### src/rtl/axi_id_remap.sv
// AXI ID-width adapter: folds wide upstream IDs onto a small pool of narrow slot IDs and restores them on responses.
// Optional sticky protocol checking is built only when AXI_ID_REMAP_ERR_CHECK_EN is defined.
module axi_id_remap #(
    parameter int unsigned S_ID_W    = 12,
    parameter int unsigned M_ID_W    = 4,
    parameter int unsigned NUM_SLOTS = 8,
    parameter int unsigned CNT_W     = 4,
    parameter int unsigned REQ_W     = 64,
    parameter int unsigned RSP_W     = 66
) (
    input  logic              clock,
    input  logic              reset_n,
    input  logic              s_req_valid,
    output logic              s_req_ready,
    input  logic [S_ID_W-1:0] s_req_id,
    input  logic [REQ_W-1:0]  s_req_payload,
    output logic              m_req_valid,
    input  logic              m_req_ready,
    output logic [M_ID_W-1:0] m_req_id,
    output logic [REQ_W-1:0]  m_req_payload,
    input  logic              m_rsp_valid,
    output logic              m_rsp_ready,
    input  logic [M_ID_W-1:0] m_rsp_id,
    input  logic              m_rsp_last,
    input  logic [RSP_W-1:0]  m_rsp_payload,
    output logic              s_rsp_valid,
    input  logic              s_rsp_ready,
    output logic [S_ID_W-1:0] s_rsp_id,
    output logic              s_rsp_last,
    output logic [RSP_W-1:0]  s_rsp_payload,
    output logic              busy,
    output logic              remap_err
);

    logic [NUM_SLOTS-1:0] alloc_q, alloc_d;
    logic [S_ID_W-1:0]    orig_id_q [NUM_SLOTS];
    logic [S_ID_W-1:0]    orig_id_d [NUM_SLOTS];
    logic [CNT_W-1:0]     cnt_q [NUM_SLOTS];
    logic [CNT_W-1:0]     cnt_d [NUM_SLOTS];

    logic              hit, hit_sat, free_found, accept;
    logic [M_ID_W-1:0] hit_idx, free_idx, sel;
    logic              rsp_alloc;
    logic [S_ID_W-1:0] rsp_orig;
    logic              req_fire, rsp_fire_last;

    // Lookup uses registered table state only, so a slot freed this cycle is not reusable until the next.
    always_comb begin
        hit        = 1'b0;
        hit_sat    = 1'b0;
        hit_idx    = '0;
        free_found = 1'b0;
        free_idx   = '0;
        for (int unsigned k = 0; k < NUM_SLOTS; k++) begin
            if (alloc_q[k] && (orig_id_q[k] == s_req_id)) begin
                hit     = 1'b1;
                hit_idx = M_ID_W'(k);
                hit_sat = (cnt_q[k] == '1);
            end
            if (!alloc_q[k] && !free_found) begin
                free_found = 1'b1;
                free_idx   = M_ID_W'(k);
            end
        end
        sel    = hit ? hit_idx : free_idx;
        accept = hit ? !hit_sat : free_found;
    end

    assign m_req_valid   = s_req_valid && accept;
    assign s_req_ready   = m_req_ready && accept;
    assign m_req_id      = sel;
    assign m_req_payload = s_req_payload;

    // Out-of-range response IDs match no slot and therefore restore as zero.
    always_comb begin
        rsp_alloc = 1'b0;
        rsp_orig  = '0;
        for (int unsigned k = 0; k < NUM_SLOTS; k++) begin
            if (M_ID_W'(k) == m_rsp_id) begin
                rsp_alloc = alloc_q[k];
                rsp_orig  = orig_id_q[k];
            end
        end
    end

    assign s_rsp_valid   = m_rsp_valid;
    assign m_rsp_ready   = s_rsp_ready;
    assign s_rsp_id      = rsp_orig;
    assign s_rsp_last    = m_rsp_last;
    assign s_rsp_payload = m_rsp_payload;
    assign busy          = |alloc_q;

    assign req_fire      = m_req_valid && m_req_ready;
    assign rsp_fire_last = m_rsp_valid && s_rsp_ready && m_rsp_last;

    always_comb begin
        alloc_d = alloc_q;
        for (int unsigned k = 0; k < NUM_SLOTS; k++) begin
            logic inc, dec;
            orig_id_d[k] = orig_id_q[k];
            cnt_d[k]     = cnt_q[k];
            inc = req_fire && (sel == M_ID_W'(k));
            dec = rsp_fire_last && (m_rsp_id == M_ID_W'(k)) && alloc_q[k] && (cnt_q[k] != '0);
            if (inc && !dec) begin
                cnt_d[k] = cnt_q[k] + CNT_W'(1);
            end else if (dec && !inc) begin
                cnt_d[k] = cnt_q[k] - CNT_W'(1);
                if (cnt_q[k] == CNT_W'(1)) begin
                    alloc_d[k] = 1'b0;
                end
            end
            if (inc && !alloc_q[k]) begin
                alloc_d[k]   = 1'b1;
                orig_id_d[k] = s_req_id;
            end
        end
    end

    always_ff @(posedge clock or negedge reset_n) begin
        if (!reset_n) begin
            alloc_q <= '0;
            for (int unsigned k = 0; k < NUM_SLOTS; k++) begin
                orig_id_q[k] <= '0;
                cnt_q[k]     <= '0;
            end
        end else begin
            alloc_q <= alloc_d;
            for (int unsigned k = 0; k < NUM_SLOTS; k++) begin
                orig_id_q[k] <= orig_id_d[k];
                cnt_q[k]     <= cnt_d[k];
            end
        end
    end

`ifdef AXI_ID_REMAP_ERR_CHECK_EN
    logic remap_err_q, remap_err_d;

    always_comb begin
        remap_err_d = remap_err_q
                    | (rsp_fire_last && !rsp_alloc)
                    | (req_fire && hit && hit_sat);
    end

    always_ff @(posedge clock or negedge reset_n) begin
        if (!reset_n) begin
            remap_err_q <= 1'b0;
        end else begin
            remap_err_q <= remap_err_d;
        end
    end

    assign remap_err = remap_err_q;
`else
    assign remap_err = 1'b0;
`endif

endmodule
### config.mk
export PLATFORM = sky130hd
export DESIGN_NAME = axi_id_remap
export DESIGN_NICKNAME = d
export VERILOG_FILES = /design/src/rtl/axi_id_remap.sv
export SDC_FILE = /design/constraint.sdc
export NUM_CORES = 1
export LEC_CHECK = 0
export CAP_MARGIN = 25
export CORE_ASPECT_RATIO = 0.75
export CORE_MARGIN = 2
export CORE_UTILIZATION = 31
export DETAILED_ROUTE_END_ITERATION = 16
export PLACE_DENSITY = 0.6
export SLEW_MARGIN = 30
export SYNTH_ARGS = -nofsm -noshare
export SYNTH_HDL_FRONTEND = slang
export SYNTH_SLANG_ARGS = --single-unit
### constraint.sdc
create_clock -name clock -period 3.85 [get_ports clock]
set_input_delay 0.385 -clock clock [delete_from_list [all_inputs] [get_ports clock]]
set_output_delay 0.385 -clock clock [all_outputs]
set_load 0.01 [all_outputs]
==> metrics.yaml <==
die:
  dieArea_mm2: 0.0325
  start_util_pct: 31.7
  io_pins: 306
  die_x_um: 208
  die_y_um: 157
  rows: 55
  coreArea_mm2: 0.0303
place:
  place_ws_ns: -0.507
  routabilityCongestion: 0.892
  io_buffers: 43
  hpwl_um: 20800
worst_setup_path:
  cpPeakStageDelay_ns: 0.60
  cpMostUsedCell: "buf_4"
  start_kind: "input port"
  r2r_setup_slack_ns: 0.18
  cp_slowest_cell: "or4_4"
  r2r_end: "cnt_q[31]"
  worst-path-max-fanout: 8
  arrival_ns: 4.14
  r2r_start: "cnt_q[29]"
  worstPathCellList: "clkdlybuf4s50_1 > buf_6 > xnor2_1 > nand4_1 > or4_4 > mux2i_1 > o221ai_1 > and4_1 > nor2_1 > buf_4 > buf_4 > and3_1 > ha_1 > or4_1 > a21oi_1 > xor2_1"
  reg2regPathDepth: 15
  worst_ep_required_time_ns: 4.20
  worstSetupPathType: "in -> reg"
  cp-end-kind: "flop"
detailed_routing:
  via_per_inst: 5.20
  totalWireLength_um: 27600
  drt_iter0_drc: 607
  vias: 7157
  drtAntennaViolNets: 0
  post_drt_wl_per_cell_um: 20.1
  drc: 0
  firstDrtPassIters: 6
grt:
  grt_use_total_pct: 17.1
  grt_max_degree: 97
  grt_pass1_wl_um: 42500
  antenna_found_initial: 0
  overflow: 0
  grt_pass1_vias: 7169
cts:
  clock_sinks: 136
  path_clk_slew_ns: 0.06
  cts_tree: "done"
  cts_buffers: 17
  clockBufferDepth: 2
  clk_latency_ns: 0.43
  root_buffer: "clkbuf_16"
  htree_levels: 4
  cts_hold_buffers: 0
timing:
  setup_violations: 0
  slew_violations: 0
  max_freq_mhz: 264
  whs_ns: 0.0199
  tns_ns: 0
  period_share_pct: 98.5
  final.setup.worst_slack_ns: 0.0578
  tightestPinTransition_ns: 0.867
  finalHoldViolations: 0
  max_slew_margin_pct: 42.2
  period_minus_slack_ns: 3.79
  clock_skew_ns: 0.0107
synth:
  yosysWarnings: 0
  async_reset_ff_share_pct: 100
  synth-edff-count: 0
  syn_area_mm2: 0.00963
  synth.top_cell.area_share_pct: 35.3
  synth.area.top_cells: "dfrtp_1, buf_4, xnor2_1, mux2_2, ha_1"
  syn_area_per_cell_um2: 9.81
  ys_ff_latch: 136
  seq_area_frac_synth_pct: 35.3
  synth_ff_type: "dfrtp_1"
  synth_top_cell_by_area: "dfrtp_1"
  syn_inst: 982
  synth.distinct_cells: 54
power:
  total_power_mw: 7.03
  vdd_drop_max_mv: 0.326
  p_leak_nw: 4.85
  power.density_mw_per_mm2: 645
final_layout:
  layout-drive-gt1-share_pct: 24.7
  final_util_pct: 35.9
  nets: 1158
  n_fill_cell: 3022
  syn2layout_area_growth_pct: 13.2
  layout_common_cells: "dfrtp_1, buf_4, xnor2_1"
  insertedDiodeCount: 0
  final_common_cell: "dfrtp_1"
min_path:
  hold_path.class: "in -> async"
job:
  cap_violations: 0
outcome:
  status: "finished, final reports clean"
-- what timing repair did --
| action | CTS | global route |
|---|---|---|
| gates resized for setup | 21 | 9 |
| setup endpoints to repair | 5 | 8 |
| buffers inserted | 2 | 1 |
| pin swaps | 4 | 2 |
-- metal layers --
layer | GRT usage (%) | routed length, µm | up-vias
li1 | - | - | 3261
met1 | 24.0 | 13000 | 3540
met2 | 24.1 | 11400 | 296
met3 | 5.88 | 2580 | 60
met4 | 5.85 | 634 | 0
met5 | 0.150 | 0 | -
-- logic make-up after synthesis --
family | after synthesis | share of synthesized area [%]
AO/OA/AOI/OAI | 113 | 7.83
multiplexers | 93 | 11.1
adder cells (fa/ha/maj) | 40 | 5.20
AND/OR/NAND/NOR | 249 | 14.1
XOR/XNOR | 128 | 11.6
other | 1 | 0.0389
flip-flops | 136 | 35.3
buffers and inverters | 222 | 14.8
-- worst max-delay path: cells and delay by family --
kind / cells / cell delay (ns)
mux: 1 / 0.16
simple gates: 6 / 1.68
buf+inv: 4 / 0.93
xor+xnor: 2 / 0.32
compound gates: 2 / 0.44
fa+ha+maj: 1 / 0.22
-- cell usage after synthesis (8+ instances only) --
cell type and n:
buf_4 147, dfrtp_1 136, xnor2_1 92, mux2_2 63, nand2_1 61, nand4_1 42, ha_1 40, nor2_1 36
xor2_1 36, inv_1 32, nand3_1 27, a22oi_1 26, o21ai_0 26, a21oi_1 23, clkbuf_1 22, buf_2 19
nor4_1 16, or4_1 14, a22o_1 12, mux2_1 12, mux2_4 9, mux2i_1 9, nor3_1 9, a31oi_1 8
or3_1 8
-- cell type report --
type                            count  area [µm²]  area share [%]
Multi-Input combinational cell    625        4900            45.0
Sequential cell                   136        3400            31.2
Timing Repair Buffer              153        1350            12.4
Tap cell                          399         499            4.58
Clock buffer                       22         484            4.44
Clock inverter                     10         140            1.29
Inverter                           32         120            1.10
-- flip-flops by register name (all words and copies together), names as in the netlist --
| signal | flops |
|---|---|
| cnt_q | 32 |
| orig_id_q | 96 |
| alloc_q | 8 |
-- report_power, final --
part           leakage [nW]  switching [mW]  internal [mW]
combinational          2.80            1.21           1.37
clock                 0.299           0.651           1.09
sequential             1.75           0.709           2.00
-- per-stage QoR --
step | std cells | cell area, µm²
final | 1377 | 10900
after global routing | 1377 | 10900
after CTS | 1376 | 10800
after detailed placement | 1342 | 10200
after global placement | 1342 | 10200
after floorplan | 983 | 9640
-- worst max-delay path by stage --
stage                        endpoint          from
after CTS                 m_req_id[0]   s_req_id[3]
after global placement    m_req_id[0]  s_req_id[10]
after global routing      m_req_id[0]   s_req_id[3]
after floorplan             cnt_q[27]   s_req_id[2]
after detailed placement    cnt_q[19]   s_req_id[0]
final                       cnt_q[31]   s_req_id[3]
Power figures use the tool's default switching activity.
